$ cat config.mk
export PLATFORM = sky130hd
export DESIGN_NAME = cp0_exc_ctrl
export DESIGN_NICKNAME = d
export VERILOG_FILES = /design/src/rtl/cp0_pkg.sv /design/src/rtl/cp0_int_arb.sv /design/src/rtl/cp0_exc_ctrl.sv
export SDC_FILE = /design/constraint.sdc
export NUM_CORES = 1
export LEC_CHECK = 0
export ABC_AREA = 1
export CORE_MARGIN = 2
export CORE_UTILIZATION = 39
export DETAILED_ROUTE_END_ITERATION = 6
export GPL_ROUTABILITY_DRIVEN = 0
export HOLD_SLACK_MARGIN = 0.05
export PLACE_DENSITY_LB_ADDON = 0.15
export SLEW_MARGIN = 20
export SYNTH_ARGS = -nofsm -noshare
export SYNTH_HDL_FRONTEND = slang
export SYNTH_SLANG_ARGS = --single-unit
$ cat constraint.sdc
create_clock -name clk -period 3.42 [get_ports clk]
set_input_delay 0.684 -clock clk [delete_from_list [all_inputs] [get_ports clk]]
set_output_delay 0.684 -clock clk [all_outputs]
set_load 0.03 [all_outputs]
$ cat src/rtl/cp0_pkg.sv
// Shared CP0 definitions: register numbers, exception codes,
// SR/Cause field positions and default vector.
package cp0_pkg;

    localparam logic [4:0] REG_SR    = 5'd12;
    localparam logic [4:0] REG_CAUSE = 5'd13;
    localparam logic [4:0] REG_EPC   = 5'd14;
    localparam logic [4:0] REG_PRID  = 5'd15;

    typedef enum logic [4:0] {
        EXC_INT  = 5'd0,
        EXC_ADEL = 5'd4,
        EXC_ADES = 5'd5,
        EXC_RI   = 5'd10,
        EXC_OV   = 5'd12
    } exc_code_e;

    localparam int SR_IM_LO    = 10;
    localparam int SR_IM_HI    = 15;
    localparam int SR_EXL      = 1;
    localparam int SR_IE       = 0;
    localparam int CAUSE_BD    = 31;
    localparam int CAUSE_IP_LO = 10;
    localparam int CAUSE_IP_HI = 15;
    localparam int CAUSE_EC_LO = 2;
    localparam int CAUSE_EC_HI = 6;

    localparam logic [31:0] HANDLER_PC_DEF = 32'h0000_4180;
    localparam logic [31:0] PRID_VAL_DEF   = 32'h2020_0707;

    typedef struct packed {
        logic [5:0] im;
        logic       exl;
        logic       ie;
    } sr_t;

    typedef struct packed {
        logic       bd;
        logic [5:0] ip;
        logic [4:0] exc;
    } cause_t;

    function automatic logic [31:0] sr_word(input sr_t s);
        logic [31:0] w;
        w = '0;
        w[SR_IM_HI:SR_IM_LO] = s.im;
        w[SR_EXL] = s.exl;
        w[SR_IE]  = s.ie;
        return w;
    endfunction

    function automatic logic [31:0] cause_word(input cause_t c);
        logic [31:0] w;
        w = '0;
        w[CAUSE_BD] = c.bd;
        w[CAUSE_IP_HI:CAUSE_IP_LO] = c.ip;
        w[CAUSE_EC_HI:CAUSE_EC_LO] = c.exc;
        return w;
    endfunction

endpackage

$ cat src/rtl/cp0_int_arb.sv
// Interrupt/exception request arbitration and recorded ExcCode.
// Purely combinational; EXL masks both request kinds.
module cp0_int_arb
    import cp0_pkg::*;
(
    input  logic [5:0] hw_int,
    input  logic [5:0] sr_im,
    input  logic       sr_ie,
    input  logic       sr_exl,
    input  logic [4:0] exccode_m,
    output logic       int_req,
    output logic       exc_req,
    output logic       exc_int,
    output logic [4:0] exc_code
);

    always_comb begin
        int_req  = (|(hw_int & sr_im)) & sr_ie & ~sr_exl;
        exc_req  = (exccode_m != 5'd0) & ~sr_exl;
        exc_int  = int_req | exc_req;
        exc_code = exccode_m;
        unique case (1'b1)
            int_req: exc_code = EXC_INT;
            exc_req: exc_code = exccode_m;
            default: exc_code = exccode_m;
        endcase
    end

endmodule

$ cat src/rtl/cp0_exc_ctrl.sv
// CP0 register file (SR, Cause, EPC, PRId) and precise-exception
// controller at the M stage; drives the global flush/redirect strobe.
module cp0_exc_ctrl
    import cp0_pkg::*;
#(
    parameter logic [31:0] HANDLER_PC = HANDLER_PC_DEF,
    parameter logic [31:0] PRID_VAL   = PRID_VAL_DEF
) (
    input  logic        clk,
    input  logic        reset,
    input  logic [4:0]  rd_sel,
    input  logic [4:0]  wr_sel,
    input  logic [31:0] wr_data,
    input  logic        we,
    input  logic [4:0]  exccode_m,
    input  logic [31:0] pc_m,
    input  logic [31:0] pc_fallback,
    input  logic        bd_m,
    input  logic        eret_m,
    input  logic [5:0]  hw_int,
    output logic [31:0] rd_data,
    output logic [31:0] epc_out,
    output logic        exc_int,
    output logic [31:0] redirect_pc
);

    sr_t         sr;
    cause_t      cause;
    logic [29:0] epc;

    logic        int_req;
    logic        exc_req;
    logic [4:0]  exc_code;

    logic        bubble;
    logic        bd_eff;
    logic [31:0] vpc;
    logic [31:0] epc_new;
    logic        sr_wr;
    logic        epc_wr;

    cp0_int_arb u_arb (
        .hw_int    (hw_int),
        .sr_im     (sr.im),
        .sr_ie     (sr.ie),
        .sr_exl    (sr.exl),
        .exccode_m (exccode_m),
        .int_req   (int_req),
        .exc_req   (exc_req),
        .exc_int   (exc_int),
        .exc_code  (exc_code)
    );

    // A bubble in M has no delay-slot context of its own.
    always_comb begin
        bubble  = (pc_m == 32'd0);
        vpc     = bubble ? pc_fallback : pc_m;
        bd_eff  = bd_m & ~bubble;
        epc_new = bd_eff ? (vpc - 32'd4) : vpc;
        sr_wr   = we & ~exc_int & (wr_sel == REG_SR);
        epc_wr  = we & ~exc_int & (wr_sel == REG_EPC);
    end

    always_ff @(posedge clk) begin
        if (reset) begin
            sr    <= '0;
            cause <= '0;
            epc   <= '0;
        end else begin
            cause.ip <= hw_int;
            if (exc_int) begin
                sr.exl    <= 1'b1;
                cause.exc <= exc_code;
                cause.bd  <= bd_eff;
                epc       <= epc_new[31:2];
            end else begin
                if (sr_wr) begin
                    sr.im  <= wr_data[SR_IM_HI:SR_IM_LO];
                    sr.exl <= wr_data[SR_EXL];
                    sr.ie  <= wr_data[SR_IE];
                end
                if (eret_m) begin
                    sr.exl <= 1'b0;
                end
                if (epc_wr) begin
                    epc <= wr_data[31:2];
                end
            end
        end
    end

    always_comb begin
        rd_data = 32'd0;
        case (rd_sel)
            REG_SR:    rd_data = sr_word(sr);
            REG_CAUSE: rd_data = cause_word(cause);
            REG_EPC:   rd_data = {epc, 2'b00};
            REG_PRID:  rd_data = PRID_VAL;
            default:   rd_data = 32'd0;
        endcase
    end

    assign epc_out     = {epc, 2'b00};
    assign redirect_pc = HANDLER_PC;

endmodule

==> impl_results.md, run 1 <==
- Count of endpoints failing setup in the final report: 0
- Worst EP arrival: 2590 ps
- Fill cells: 1,039
- Worst setup path category: in2out
- # H-tree levels: 2
- Actual slew at the worst max-slew pin: 505 ps
- Global route total overflow: 0
- Via-per-instance ratio: 4.94
- Count of distinct cell types in the synthesized netlist: 38
- Number of top-level pins: 219
- Part of the Yosys area used for sequential elements: 23.7%
- Startpoint of the worst setup timing path: rd_sel[3]
- Total number of placement rows: 37
- Number of buffers added on ports: 182
- Setup repair after global routing missed its margin: false
- Cell type with the largest total area after synthesis: dfxtp_1
- Multi-input combinational cell area: 0.00265 mm2
- First-pass DRT Iterations: 5
- Initial cell density of the core: 40.6%
- Share of final-layout standard cells stronger than drive strength 1: 6.75%
- Post-route antenna net violation count: 0
- Clock transition at the registers of the reported paths: 90 ps
- Power per Cell Area: 270 mW/mm2
- Vias in the first global route: 4,855
- Count of mapped cells out of synthesis: 754
- Share of flip-flops with an asynchronous set or reset: 0%
- YS warnings: 0
- Number of storage elements in the synthesis netlist: 50
- Insertion delay of the later-clocked pin in the worst-skew pair: 310 ps
- Pin count of the biggest net entering global routing: 43
- Most common flop cell mapped by yosys: dfxtp_1
- Worst-case register-to-register setup slack: 1170 ps
- Number of buffers inserted for hold repair after clock tree synthesis: 0
- Sequential standard cell area: 0.00100 mm2
- Static leakage power: 2.72 nW
- Total Negative Setup Slacks: 0 ps
- Total Nets Final: 1,056
- Die area: 0.0117 mm2
- Setup Skew: 10.9 ps
- Final HPWL DP: 12,000 um
- Global-route wire length before repair: 22,700 um
- Worst path required time: 2740 ps
- Hold slack final: 467 ps
- Reg2Reg Capture Point: epc[23]
- Fin crit share: 95.8%
- Synth-to-Final Area Change: 45.6%
- Cell area after technology mapping: 0.00422 mm2
- Die span in x: 108 um
- Status: finished, final reports clean
- Cell count of the worst reg-to-reg path: 11
- CTS Buffer Depth: 2
- Yosys top cell area share: 23.7%
- Fmax: 0.305 GHz
- Maximum VDD drop: 0.178 mV
- Drt drc: 0
- Number of clock buffers inserted by TritonCTS: 5
- Routed via count: 5,277
- Synthesized area per cell: 5.60 um2
- Max-slew headroom at the worst pin: 66.3%
- Chip height: 108 um
- Wire length after detailed routing: 14,600 um
- Post-DR wirelength/cell: 13.7 um
- DRT iter0 DRCs: 306
- Floorplan Core Area: 0.0104 mm2
- Total setup buffers inserted after CTS: 0
- CTS tree: yes
- Number of diodes: 0
- Clk Tree Root Cell: clkbuf_8
- Shortest period the worst path allows: 3280 ps
- EDFF count, synth: 0
- Endpoint class of the critical path: output pin
- Startpoint of the worst register-to-register path: sr[4]
- Max FO, Critical Path: 8
- TritonCTS Sinks: 50
- Final hold violation count: 0
- Class of the most critical hold timing path: reg2reg
- Final number of max-transition violations: 0
- Initial antenna violation count: 0
- Cell types occupying the most area after synthesis: dfxtp_1 24%, nand2_1 21%, nor2_1 11%
- Critical Path Source Type: input pin
- Critical Path Sink: rd_data[1]
- Combined global-route utilization of all metal layers: 24.3%
- Max Cap Violations: 0
-- power by group --
group / internal [mW] / switching, mW / total, mW
registers: 0.629 / 0.0395 / 0.669
logic: 0.276 / 0.370 / 0.645
clock network: 0.142 / 0.202 / 0.344
-- cell usage after synthesis (6+ instances only) --
| cell | number |
|---|---|
| o211ai_1 | 8 |
| nor3_1 | 6 |
| nand4_1 | 10 |
| a21oi_1 | 53 |
| nand3_1 | 38 |
| nand2_2 | 6 |
| clkbuf_1 | 17 |
| nor2_1 | 128 |
| inv_1 | 87 |
| o21ai_0 | 26 |
| dfxtp_1 | 50 |
| nand2_1 | 235 |
| a211oi_1 | 6 |
| buf_4 | 34 |
-- per-stage QoR --
stage	setup WS (ps)	total power, mW	area [um2]	instances	utilization [%]
final	144	1.66	6150	1069	59.0
after global routing	45.3	1.74	6150	1069	59.0
after global placement	138	1.32	6060	1062	58.2
after floorplan	809	1.04	4340	786	-
after CTS	148	1.66	6150	1069	59.0
after detailed placement	66.0	1.32	6060	1062	58.2
-- repair_timing --
item                                   CTS  global route
resized for setup                        0             1
endpoints found under the hold margin    0             0
setup endpoints to repair                0             1
-- flip-flops by register name (all words and copies together), names as in the netlist --
name / flops
cause: 12
sr: 8
epc: 30
-- cells in the final DEF (no fill, tap or decap), drive strengths merged, types with 2 or more instances in the layout --
| master | instances |
|---|---|
| nand2 | 242 |
| clkdlybuf4s50 | 165 |
| nor2 | 139 |
| inv | 90 |
| a21oi | 53 |
| dfxtp | 50 |
| nand3 | 38 |
| conb | 34 |
| buf | 32 |
| o21ai | 27 |
| nand4 | 10 |
| o211ai | 8 |
| nor3 | 6 |
| a211oi | 6 |
| clkbuf | 5 |
| a32o | 4 |
| nand3b | 4 |
| xor2 | 4 |
| clkinv | 4 |
| o22ai | 2 |
| o221ai | 2 |
-- how the worst min path moves through the flow --
stage | from | endpoint | cells past startpoint
final | cause[11] | cause[11] | 2
after global routing | cause[11] | cause[11] | 2
after CTS | cause[0] | cause[0] | 2
after detailed placement | cause[0] | cause[0] | 2
after global placement | cause[11] | cause[11] | 2
after floorplan | cause[11] | cause[11] | 2
-- layer usage --
layer,share of wire [%],GRT usage (%),vias up
met2,51,44.7,216
met1,40,28.3,2365
met4,2.3,7.88,0
met3,7.1,4.22,31
met5,0,0,-
li1,-,-,2665
-- cells by family (layout without fill, tap and decap cells) --
kind of cell | after synthesis | count (layout) | synth area share, %
simple gates | 441 | 441 | 43.7
compound gates | 106 | 106 | 14.4
flops | 50 | 50 | 23.7
buf+inv | 149 | 296 | 16.7
other cells | 2 | 34 | 0.178
fa+ha+maj | 1 | 1 | 0.296
xor+xnor | 5 | 5 | 1.04
-- critical path, stage by stage --
cell and delay, ps:
clkdlybuf4s50_1 480, nand2_1 80, nor2_1 160, nand2_1 220, o21ai_0 250, clkdlybuf4s50_1 720
-- final cells by class --
| type | instances | area share [%] |
|---|---|---|
| sequential | 50 | 16.3 |
| inverter | 92 | 5.62 |
| multi-input combinational | 587 | 43.0 |
| clock inverter | 2 | 0.224 |
| clock buffer | 5 | 1.12 |
| tap | 136 | 2.77 |
| timing repair buffer | 197 | 31.0 |
(Power assumes the default switching activity.)
==> run 2, diff against run 1 <==
CELL_PAD_IN_SITES_DETAIL_PLACEMENT = 0   (was default)
CELL_PAD_IN_SITES_GLOBAL_PLACEMENT = 1   (was default)
CORE_UTILIZATION = 26   (was 39)
==> run 2 against run 1 <==
  * Register-to-register slack about the same
  * Critical path depth unchanged
  * Global-route usage down 5.4 points
  * Clock skew down 3.0 ps
  * Power up 20%
  * Clock-buffer cell count unchanged
  * Sequential power about the same
  * Largest cell class unchanged
==> impl_results.md, run 2 (same netlist as run 1, synthesis figures left out) <==
- Status: finished, final reports clean
- Post-placement worst setup slack: 51.0 ps
- Critical Path Source Type: input pin
- # H-tree levels: 2
- Max Cap Violations: 0
- Routed via count: 5,061
- Wire length after detailed routing: 16,100 um
- Top Usage Layer GRT: met2
- Met1 usage: 24.3%
- Final number of max-transition violations: 0
- Setup repair after global routing missed its margin: false
- Insertion delay of the later-clocked pin in the worst-skew pair: 300 ps
- Max-slew headroom at the worst pin: 62.0%
- Initial cell density of the core: 26.6%
- # resized after CTS: 0
- Clock transition at the registers of the reported paths: 70 ps
- Number of buffers inserted for hold repair after clock tree synthesis: 0
- Worst path required time: 2740 ps
- Most common library cell in the layout ignoring fill and taps: nand2_1
- Actual slew at the worst max-slew pin: 566 ps
- CTS Buffer Depth: 2
- Number of clock buffers inserted by TritonCTS: 5
- Setup Skew: 7.83 ps
- Multi-input combinational cell area: 0.00264 mm2
- Register bank with the most flops: epc
- Maximum VDD drop: 0.204 mV
- Number of diodes: 0
- Max reg flops: 30
- Initial antenna violation count: 0
- Power per Cell Area: 307 mW/mm2
- Fill cells: 1,790
- TritonCTS Sinks: 50
- Post-DR wirelength/cell: 13.9 um
- Max stage delay cell, worst path: clkdlybuf4s50_1
- Biggest regs: epc (30), cause (12), sr (8)
- Total number of placement rows: 46
- Met2 Track Usage GR: 32.8%
- Vias in the first global route: 4,967
- Chip height: 131 um
- Power, Total: 1.99 mW
- Number of buffers added on ports: 182
- Global route total overflow: 0
- Worst EP arrival: 2450 ps
- Most used cell along the critical path: clkdlybuf4s50_1
- Worst setup path category: in2out
- Total Negative Setup Slacks: 0 ps
- Fin crit share: 91.6%
- Maximum single-stage delay on the critical path: 700 ps
- Pin count of the biggest net entering global routing: 43
- Via-per-instance ratio: 4.37
- First-pass DRT Iterations: 4
- Total Nets Final: 1,063
- Global-route wire length before repair: 26,200 um
- Number of top-level pins: 219
- Shortest period the worst path allows: 3130 ps
- Drt drc: 0
- CP cell instances: clkdlybuf4s50_1 -> inv_1 -> nor2_1 -> nand2_1 -> o21ai_0 -> clkdlybuf4s50_1
- Post-route antenna net violation count: 0
- Total setup buffers inserted after CTS: 0
- Combined global-route utilization of all metal layers: 18.8%
- DRT iter0 DRCs: 192
- CTS tree: yes
- Endpoint class of the critical path: output pin
- Class of the most critical hold timing path: reg2reg
- Core utilization of the finished layout: 40.9%
- Floorplan Core Area: 0.0159 mm2
- Static leakage power: 2.82 nW
- Final hold violation count: 0
- Die area: 0.0173 mm2
- GR met3 Demand/Resource: 3.43%
- Hold slack final: 468 ps
- Clk Tree Root Cell: clkbuf_16
- Commonest cells after routing, fill and taps aside: 234 x nand2_1, 164 x clkdlybuf4s50_1, 127 x nor2_1, 87 x inv_1, 53 x a21oi_1
- Worst setup margin: 289 ps
- Fmax: 0.319 GHz
- Final HPWL DP: 13,300 um
- Count of endpoints failing setup in the final report: 0
- Die span in x: 131 um
- Share of final-layout standard cells stronger than drive strength 1: 7.55%
- Max FO, Critical Path: 6
- Synth-to-Final Area Change: 53.8%
- Sequential standard cell area: 0.00100 mm2
## run 2: cell types whose count changed in the layout (fill, tap and decap cells not counted), sizes merged
cell,before,now
inv,90,89
bufinv,0,2
buf,32,40
clkdlybuf4s50,165,164
## run 2: worst max-delay path, delay by kind of cell
kind | cells | cell delay (ps)
compound gates | 1 | 160
buf+inv | 3 | 1210
simple gates | 2 | 390
## run 2: per-stage QoR
stage	instances	cell area, um2
2_1_floorplan	786	4340
3_3_place_gp	1149	6300
3_5_place_dp	1149	6300
4_1_cts	1157	6490
5_1_grt	1157	6490
6_report	1157	6490
## run 2: per-layer routing
layer / part of all wire (%) / wire [um]
met1: 46 / 7450
met2: 48 / 7760
met3: 4.5 / 732
met4: 1.2 / 186
met5: 0 / 0
## run 2: area by class of cell
class                           instances  area share, %
Multi-Input combinational cell        587           40.7
Clock inverter                          3           1.06
Inverter                               92           5.32
Tap cell                              216           4.16
Sequential cell                        50           15.4
Timing Repair Buffer                  204           31.4
Clock buffer                            5           1.93
## run 2: where the power goes
part           internal, mW  switching, mW  leakage (nW)
clock network         0.421          0.241        0.0940
registers             0.629         0.0368         0.414
logic                 0.286          0.378          2.31
## run 2: worst paths after layout
check                           startpoint    endpoint  slack, ps  cells after the start
worst max-delay path             rd_sel[0]  rd_data[1]        290                      6
worst min-delay path              cause[4]    cause[4]        470                      2
worst max register to register       sr[3]      epc[3]       1180                     10
worst min register to register    cause[4]    cause[4]        470                      2
==> run 3, diff against run 2 <==
SLEW_MARGIN = default   (was 20)
==> results of run 3 <==
The final DEF is identical to that of run 2; final timing and power are the same.
